## src/rtl/truth_table_sweeper.sv

```systemverilog
// Clocked stimulus/checker for a combinational truth-table bank: walks every input
// row, waits SETTLE cycles, samples the bank and scores it against a packed golden table.
module truth_table_sweeper #(
  parameter int N_IN   = 2,
  parameter int N_FUNC = 5,
  parameter int SETTLE = 2,
  parameter logic [N_FUNC*(2**N_IN)-1:0] EXPECTED = 20'hB29DB
) (
  input  logic              clk,
  input  logic              rst_n,
  input  logic              start,
  output logic [N_IN-1:0]   stim,
  input  logic [N_FUNC-1:0] resp,
  output logic              busy,
  output logic              done,
  output logic              pass,
  output logic [N_IN:0]     err_count,
  output logic              fail_valid,
  output logic [N_IN-1:0]   fail_row,
  output logic [N_FUNC-1:0] fail_bits
);

  localparam int ROWS = 2**N_IN;
  localparam logic [N_IN-1:0] LAST_ROW    = N_IN'(ROWS - 1);
  localparam logic [3:0]      SETTLE_LAST = 4'(SETTLE - 1);

  typedef enum logic [1:0] {S_IDLE, S_SETTLE, S_CHECK, S_DONE} state_t;

  state_t              r_state;
  state_t              w_next;
  logic [N_IN-1:0]     r_row;
  logic [3:0]          r_settle;
  logic [N_IN:0]       r_err;
  logic                r_fail_valid;
  logic [N_IN-1:0]     r_fail_row;
  logic [N_FUNC-1:0]   r_fail_bits;
  logic                r_pass;
  logic [N_IN-1:0]     r_stim;
  logic                r_busy;
  logic                r_done;

  logic [N_FUNC-1:0]   w_exp;
  logic [N_FUNC-1:0]   w_diff;
  logic                w_mis;
  logic [N_IN-1:0]     w_stim;
  logic                w_busy;
  logic                w_done;

  assign w_exp  = EXPECTED[int'(r_row)*N_FUNC +: N_FUNC];
  assign w_diff = resp ^ w_exp;
  assign w_mis  = |w_diff;

  always_ff @(posedge clk or negedge rst_n) begin
    if (!rst_n) r_state <= S_IDLE;
    else        r_state <= w_next;
  end

  always_comb begin
    w_next = r_state;
    case (r_state)
      S_IDLE:   if (start) w_next = S_SETTLE;
      S_SETTLE: if (r_settle == SETTLE_LAST) w_next = S_CHECK;
      S_CHECK:  w_next = (r_row == LAST_ROW) ? S_DONE : S_SETTLE;
      S_DONE:   w_next = S_IDLE;
      default:  w_next = S_IDLE;
    endcase
  end

  // Outputs are decoded from the current state and registered, so they trail the state by one cycle.
  always_comb begin
    w_stim = (r_state == S_IDLE) ? '0 : r_row;
    w_busy = (r_state == S_SETTLE) || (r_state == S_CHECK);
    w_done = (r_state == S_DONE);
  end

  always_ff @(posedge clk or negedge rst_n) begin
    if (!rst_n) begin
      r_row        <= '0;
      r_settle     <= '0;
      r_err        <= '0;
      r_fail_valid <= 1'b0;
      r_fail_row   <= '0;
      r_fail_bits  <= '0;
      r_pass       <= 1'b0;
      r_stim       <= '0;
      r_busy       <= 1'b0;
      r_done       <= 1'b0;
    end else begin
      r_stim <= w_stim;
      r_busy <= w_busy;
      r_done <= w_done;
      case (r_state)
        S_IDLE: begin
          if (start) begin
            r_row        <= '0;
            r_settle     <= '0;
            r_err        <= '0;
            r_fail_valid <= 1'b0;
            r_fail_row   <= '0;
            r_fail_bits  <= '0;
            r_pass       <= 1'b0;
          end
        end
        S_SETTLE: begin
          if (r_settle != SETTLE_LAST) r_settle <= r_settle + 4'd1;
        end
        S_CHECK: begin
          if (w_mis) begin
            r_err <= r_err + 1'b1;
            if (!r_fail_valid) begin
              r_fail_valid <= 1'b1;
              r_fail_row   <= r_row;
              r_fail_bits  <= w_diff;
            end
          end
          if (r_row != LAST_ROW) begin
            r_row    <= r_row + 1'b1;
            r_settle <= '0;
          end
        end
        S_DONE: begin
          r_pass <= (r_err == '0);
        end
        default: ;
      endcase
    end
  end

  assign stim       = r_stim;
  assign busy       = r_busy;
  assign done       = r_done;
  assign pass       = r_pass;
  assign err_count  = r_err;
  assign fail_valid = r_fail_valid;
  assign fail_row   = r_fail_row;
  assign fail_bits  = r_fail_bits;

endmodule

```

## config.mk

```make
export PLATFORM = sky130hd
export DESIGN_NAME = truth_table_sweeper
export DESIGN_NICKNAME = d
export VERILOG_FILES = /design/src/rtl/truth_table_sweeper.sv
export SDC_FILE = /design/constraint.sdc
export NUM_CORES = 1
export LEC_CHECK = 0
export ABC_AREA = 1
export CAP_MARGIN = 25
export CORE_MARGIN = 2
export CORE_UTILIZATION = 51
export CTS_BUF_LIST = sky130_fd_sc_hd__clkbuf_16
export CTS_CLUSTER_DIAMETER = 80
export DETAILED_ROUTE_END_ITERATION = 10
export GPL_ROUTABILITY_DRIVEN = 1
export PLACE_DENSITY = 0.78
export SETUP_SLACK_MARGIN = 0.5
export SYNTH_ARGS = -nofsm -noshare
export SYNTH_HDL_FRONTEND = slang
export SYNTH_SLANG_ARGS = --single-unit
```

## constraint.sdc

```tcl
create_clock -name clk -period 2 [get_ports clk]
set_input_delay 0.4 -clock clk [delete_from_list [all_inputs] [get_ports clk]]
set_output_delay 0.4 -clock clk [all_outputs]
set_load 0.05 [all_outputs]
```

==> summary.md, run 1 <==
| Metric | Value |
|---|---|
| Root Buffer | `clkbuf_16` |
| CTS max path bufs | `2` |
| Pre-CTS setup slack | `180 ps` |
| Clk_lat worst skew | `250 ps` |
| Cts hold-fix bufs | `0` |
| Warnings, synthesis | `0` |
| Crit path required time | `2140 ps` |
| Initial Util | `53.1%` |
| I/O pin count | `24` |
| Pre-antenna DRT Iters | `4` |
| Routed wire length | `4.27 mm` |
| Max frequency | `0.607 GHz` |
| Min-Delay Path Depth | `2` |
| Ant diodes | `0` |
| Worst hold endpoint | `fail_bits[0]$_DFFE_PN0P_` |
| Maximum net fanout on the critical path | `6` |
| Max cap viols | `0` |
| Status | `complete, no violations` |
| Max VDD drop | `1.28 mV` |
| Worst R2R End | `fail_bits[3]$_DFFE_PN0P_` |
| Register bit count reported by yosys | `24` |
| Worst Setup Path Type | `flop to flop` |
| Worst Path Arrival | `1790 ps` |
| CTS tree | `yes` |
| Fill count | `123` |
| Die H | `54.5 um` |
| Fin crit period | `1650 ps` |
| Register area share after synthesis | `46.1%` |
| Largest net degree at the start of global routing | `25` |
| Core Rows | `18` |
| Hold Violations, Final | `0` |
| Fin util | `83.3%` |
| Final HPWL DP | `1.96 mm` |
| RePlAce Congestion | `0.769` |
| GRT overflow | `0` |
| All-layer global routing usage | `26.2%` |
| Mapped Cells | `156` |
| Asr flop ratio synth | `100%` |
| Final period util | `82.4%` |
| Avg Inst Size Synth | `8.35 um2` |
| Via count | `1330` |
| Leading area contributor after synthesis | `dfrtp_1` |
| IO Port Bufs | `23` |
| Min setup slack post-route | `351 ps` |
| Hold_sp | `fail_bits[0]$_DFFE_PN0P_` |
| Cell area power density | `1720 nW/um2` |
| First-pass GRT wire length | `5.49 mm` |
| CP endpoint kind | `flop` |
| Reg2reg start | `r_row[1]$_DFFE_PN0P_` |
| Synth area leaders | `dfrtp_1 46%, nand2_1 12%, ha_1 12%, inv_1 6.1%, o21ai_0 3.8%` |
| Tightest Hold Check Type | `flop to flop` |
| RSZ-0062 raised after global routing | `yes` |
| R2r setup slk | `350 ps` |
| Critical path startpoint category | `flop` |
| Core box area | `2450 um2` |
| Vias in the first global route | `1175` |
| Clock sink count | `24` |
| ANT nets after route | `0` |
| Finished Cell Area | `2050 um2` |
| Primary FF master, synth | `dfrtp_1` |
| Multi-input gate area | `790 um2` |
| Die width | `54.5 um` |
| Leak | `1.03 nW` |
| Residual DRC | `0` |
| Reg2Reg Depth | `10` |
| Clock-pin slew on the worst setup and hold paths | `60 ps` |
| Pin slew with the least headroom to its limit | `490 ps` |
| Post-synth top area share | `46.1%` |
| Layout cells sized above 1 | `39.5%` |
| Layout Nets | `226` |
| Final setup violation count | `0` |
| Register area | `601 um2` |
| Area Growth Syn to Fin | `57.1%` |
| DR iter-0 viols | `42` |
| Syn_nets | `176` |
| Post-Syn Area | `1300 um2` |
| Initial antenna violation count | `0` |
| EDFF count, synth | `0` |
| Worst Skew | `2.84 ps` |
| H-Tree Depth | `1` |
| Placement-stage cell area | `1600 um2` |
| Fin Setup TNS | `0 ps` |
| Unique masters post-synth | `20` |
| Final Max Tran Viols | `0` |
| DIE AREA | `2970 um2` |
| TritonCTS buffer count | `3` |
| Worst slew margin | `67.5%` |
| Post-DR wirelength/cell | `18.2 um` |
| Vias per inst | `5.66` |
==> registers in the layout, summed over array words and instances (netlist names) <==
register and count:
fail_valid 1, r_state 2, pass 1, err_count 3, busy 1, stim 2, r_row 2, done 1
fail_bits 5, r_settle 4, fail_row 2
==> power by group <==
| group | internal [W] | total, W | leakage [nW] | switching (W) |
|---|---|---|---|---|
| sequential | 0.000647 | 0.000782 | 0.322 | 0.000135 |
| clock | 0.000398 | 0.000569 | 0.0511 | 0.000171 |
| combinational | 0.000803 | 0.00217 | 0.652 | 0.00136 |
==> per-stage QoR <==
step	power [W]	cells	hold slack (ps)
final	0.00352	235	486
after global routing	0.00368	235	507
after CTS	0.00307	230	484
after detailed placement	0.00224	209	463
after global placement	0.00219	209	457
after floorplan	0.00181	156	104
==> timing repair <==
item                                   CTS  global route
pin swaps                               12            18
setup endpoints to repair               32            25
setup buffers                           17             5
endpoints found under the hold margin    0             0
gates resized for setup                 62            41
==> synthesized netlist by cell type, types with 2 or more instances <==
master     n
inv_1     21
xor2_1     3
o21ai_0   10
ha_1      12
nor2_1    11
a21oi_1    8
nand3_1    7
dfrtp_1   24
nand2_1   42
clkbuf_1   2
nand4_1    7
==> final cells by class <==
cell class / count / area share, %
clock inverters: 1 / 1.47
repair buffers: 48 / 20.8
well taps: 30 / 1.83
clock buffers: 3 / 3.67
flip-flops and latches: 24 / 29.4
inverters: 22 / 4.28
multi-input cells: 107 / 38.6
==> cell families (layout without fill, tap and decap cells) <==
family | Yosys count | count (layout) | synth area share [%]
AND/OR/NAND/NOR | 70 | 70 | 23.0
flip-flops | 24 | 24 | 46.1
adder cells (fa/ha/maj) | 12 | 12 | 11.5
AO/OA/AOI/OAI | 21 | 21 | 9.22
XOR/XNOR | 4 | 4 | 2.69
buffers and inverters | 25 | 74 | 7.49
==> worst max path at each step <==
| stage | start | endpoint | slack (ps) | cells past startpoint |
|---|---|---|---|---|
| final | r_row[1]$_DFFE_PN0P_ | fail_bits[3]$_DFFE_PN0P_ | 350 | 10 |
| after global routing | resp[0] | fail_valid$_DFFE_PN0P_ | 300 | 9 |
| after CTS | err_count[2]$_DFFE_PN0P_ | err_count[2] | 390 | 1 |
| after detailed placement | resp[0] | err_count[2]$_DFFE_PN0P_ | 180 | 9 |
| after global placement | start | r_row[0]$_DFFE_PN0P_ | 220 | 8 |
| after floorplan | r_state[0]$_DFFE_PN0P_ | r_row[1]$_DFFE_PN0P_ | 500 | 8 |
==> worst max-delay path, stage by stage (launching register included) <==
cell     delay, ps
dfrtp_1        370
buf_4          140
ha_4           140
inv_1           50
nand2_1         90
nand2_1         90
nor2_2         160
nand3_4        160
buf_6          170
nand4_1        100
nand2_1         70
==> cell usage in the layout (no fill, tap or decap), types with 2 or more instances in the layout <==
| cell type | instances |
|---|---|
| buf_4 | 17 |
| nor2_1 | 7 |
| clkdlybuf4s15_2 | 7 |
| o21ai_1 | 4 |
| buf_6 | 9 |
| nand2_2 | 8 |
| nor2_4 | 3 |
| nand3_4 | 3 |
| a21oi_1 | 5 |
| inv_1 | 15 |
| dlygate4sd2_1 | 2 |
| inv_4 | 2 |
| inv_2 | 5 |
| nand2_4 | 4 |
| nand2_1 | 30 |
| dfrtp_1 | 24 |
| nand4_1 | 7 |
| clkbuf_16 | 3 |
| xor2_1 | 3 |
| ha_1 | 7 |
| a21oi_2 | 3 |
| nand3_1 | 5 |
| clkbuf_2 | 6 |
| o21ai_0 | 5 |
| clkdlybuf4s50_1 | 6 |
| ha_4 | 4 |
==> metal layers <==
| layer | global-route usage, % | part of all wire [%] |
|---|---|---|
| met2 | 44.8 | 52 |
| met1 | 33.6 | 41 |
| met5 | 0 | 0 |
| met3 | 3.28 | 3.7 |
| met4 | 10.4 | 3.0 |
Note: power is estimated with default switching activity, not from simulation.
==> run 2, diff against run 1 <==
==> constraint.sdc (replaced) <==
create_clock -name clk -period 1.6 [get_ports clk]
set_input_delay 0.32 -clock clk [delete_from_list [all_inputs] [get_ports clk]]
set_output_delay 0.32 -clock clk [all_outputs]
set_load 0.05 [all_outputs]
==> run 2 against run 1 <==
- the flow now finishes with violations (negative setup slack)
- first-iteration DRC count is 69% higher
- sequential cell count unchanged
- largest cell class unchanged
- register-to-register slack lost 500 ps
- setup slack worse by 500 ps
- fmax decreased by 5.6%
- clock skew up 2.5 ps
- sequential share of layout area decreased by 3.4 points
- design area is 14% higher
- critical path depth shrank 1
- utilization grew 12 points
- power is 50% higher
==> summary.md, run 2 (synthesis gave the netlist of run 1 again) <==
| Metric | Value |
|---|---|
| Status | `complete, but fails checks` |
| Failing checks | `negative setup slack` |
| R2r setup slk | `-150 ps (-500 ps)` |
| Core box area | `2450 um2 (unchanged)` |
| DIE AREA | `2970 um2 (unchanged)` |
| Vias in the first global route | `1292 (+10%)` |
| Layout Nets | `239 (+5.8%)` |
| Root Buffer | `clkbuf_16` |
| Worst Skew | `5.31 ps (+2.48 ps)` |
| Reg2reg start | `r_row[0]$_DFFE_PN0P_` |
| Fin util | `95.2% (+12 points)` |
| Worst R2R End | `fail_bits[4]$_DFFE_PN0P_` |
| Clock-pin slew on the worst setup and hold paths | `70 ps (about the same)` |
| Via count | `1476 (+11%)` |
| Routed wire length | `5.51 mm (+29%)` |
| Cts hold-fix bufs | `0 (unchanged)` |
| GRT overflow | `0 (unchanged)` |
| Worst Path Arrival | `1890 ps (+100 ps)` |
| Final HPWL DP | `2.08 mm (+6.2%)` |
| Ant diodes | `0 (unchanged)` |
| CTS max path bufs | `2 (unchanged)` |
| Max frequency | `0.572 GHz (-5.6%)` |
| Pre-antenna DRT Iters | `4 (unchanged)` |
| Die width | `54.5 um (unchanged)` |
| Max VDD drop | `1.83 mV (+43%)` |
| Clock sink count | `24 (unchanged)` |
| Top Layer Used | `met4` |
| CP endpoint kind | `flop` |
| Final setup violation count | `11 (+11)` |
| Crit path required time | `1750 ps (-390 ps)` |
| DR iter-0 viols | `71 (+69%)` |
| RePlAce Congestion | `0.734 (-4.6%)` |
| Worst slew margin | `63.9% (-3.6 points)` |
| Cell area power density | `2260 nW/um2 (+31%)` |
| Fill count | `62 (-50%)` |
| Register area | `607 um2 (+1.0%)` |
| Pin slew with the least headroom to its limit | `538 ps (+47.9 ps)` |
| Core Rows | `18 (unchanged)` |
| Met1 Routed Length | `2.11 mm (+20%)` |
| Multi-input gate area | `910 um2 (+15%)` |
| Final period util | `109% (+27 points)` |
| Fin Hold WS | `424 ps (-61.7 ps)` |
| Post-DR wirelength/cell | `22.2 um (+22%)` |
| Fin crit period | `1750 ps (+98.4 ps)` |
| Largest net degree at the start of global routing | `25 (unchanged)` |
| Finished Cell Area | `2340 um2 (+14%)` |
| Final Max Tran Viols | `0 (unchanged)` |
| Max cap viols | `0 (unchanged)` |
| Max FFs per register | `5 (unchanged)` |
| Routed length on met3 | `304 um (+92%)` |
| Area Growth Syn to Fin | `79.3%` |
| H-Tree Depth | `1 (unchanged)` |
| Leak | `1.14 nW (+11%)` |
| CTS tree | `yes` |
| Reg2Reg Depth | `9 (-1)` |
| Die H | `54.5 um (unchanged)` |
| Commonest non-fill, non-tap cells in the layout | `31 x buf_4, 28 x nand2_1, 19 x dfrtp_1` |
| RSZ-0062 raised after global routing | `yes` |
| Hold Violations, Final | `0 (unchanged)` |
| TritonCTS buffer count | `3 (unchanged)` |
| Commonest non-fill, non-tap cell in the layout | `buf_4` |
| IO Port Bufs | `23 (unchanged)` |
| Initial antenna violation count | `0 (unchanged)` |
| All-layer global routing usage | `29.5% (+3.3 points)` |
| Worst Setup Path Type | `flop to flop` |
| Met2 wire length | `2.76 mm (+24%)` |
| Residual DRC | `0 (unchanged)` |
| Fin Setup TNS | `-944 ps (-944 ps)` |
| Vias per inst | `5.95 (+5.2%)` |
| Maximum net fanout on the critical path | `4 (-2)` |
| First-pass GRT wire length | `6.00 mm (+9.4%)` |
| Dpl cells | `213 (+1.9%)` |
| Final std cells w/o fill | `248 (+5.5%)` |
| I/O pin count | `24 (unchanged)` |
| Worst Setup SP | `r_row[0]$_DFFE_PN0P_` |
| Placement-stage cell area | `1670 um2 (+4.9%)` |
| Clk_lat worst skew | `260 ps (about the same)` |
| Tightest Hold Check Type | `primary input to asynchronous set/reset pin` |
| Initial Util | `53.1% (unchanged)` |
| Crit path to | `fail_bits[4]$_DFFE_PN0P_` |
| Layout cells sized above 1 | `53.2% (+14 points)` |
| ANT nets after route | `0 (unchanged)` |
| Critical path startpoint category | `flop` |
| Min setup slack post-route | `-147 ps (-498 ps)` |
## run 2: stage by stage
| stage | power (W) | setup slack, ps |
|---|---|---|
| 2_1_floorplan | 0.00238 | 128 |
| 3_3_place_gp | 0.00291 | -44.6 |
| 3_5_place_dp | 0.00298 | -169 |
| 4_1_cts | 0.00433 | 75.1 |
| 5_1_grt | 0.00546 | -168 |
| 6_report | 0.00528 | -147 |
## run 2: layout make-up
| cell class | count | area share [%] |
|---|---|---|
| Clock buffer | 3 | 3.21 |
| Multi-Input combinational cell | 108 | 38.9 |
| Sequential cell | 24 | 26.0 |
| Timing Repair Buffer | 60 | 25.2 |
| Inverter | 22 | 3.75 |
| Tap cell | 30 | 1.61 |
| Clock inverter | 1 | 1.29 |
## run 2: worst min path at each step
stage	from	to	cells past startpoint
floorplan	rst_n	busy$_DFF_PN0_	0
global placement	fail_row[0]$_DFFE_PN0P_	fail_row[0]$_DFFE_PN0P_	2
detailed placement	fail_bits[3]$_DFFE_PN0P_	fail_bits[3]$_DFFE_PN0P_	2
CTS	rst_n	r_settle[2]$_DFFE_PN0P_	2
global route	rst_n	r_settle[3]$_DFFE_PN0P_	2
finish	rst_n	r_settle[3]$_DFFE_PN0P_	2
## run 2: what timing repair did
action,CTS,global route
resized for setup,52,38
gates cloned,1,0
setup buffers,18,12
setup endpoints to repair,36,36
endpoints found under the hold margin,0,0
pin swaps,14,15
## run 2: power breakdown
group / switching [W] / internal, W / total, W
Combinational: 0.00205 / 0.00146 / 0.00351
Clock: 0.000233 / 0.000498 / 0.000732
Sequential: 0.000218 / 0.000816 / 0.00103
## run 2: metal layers
metal,vias to the layer above,GRT usage (%)
li1,624,-
met5,-,0
met1,731,36.1
met4,0,12.5
met3,38,6.01
met2,83,50.4
## run 2: worst max-delay path, cell delays in order, from the launching register on
cell and delay [ps]:
dfrtp_1 450, inv_2 110, ha_4 130, inv_1 40, nand2_1 80, nand2_1 140
nor2_4 190, nand3_1 210, nand4_1 190, nand2_1 90
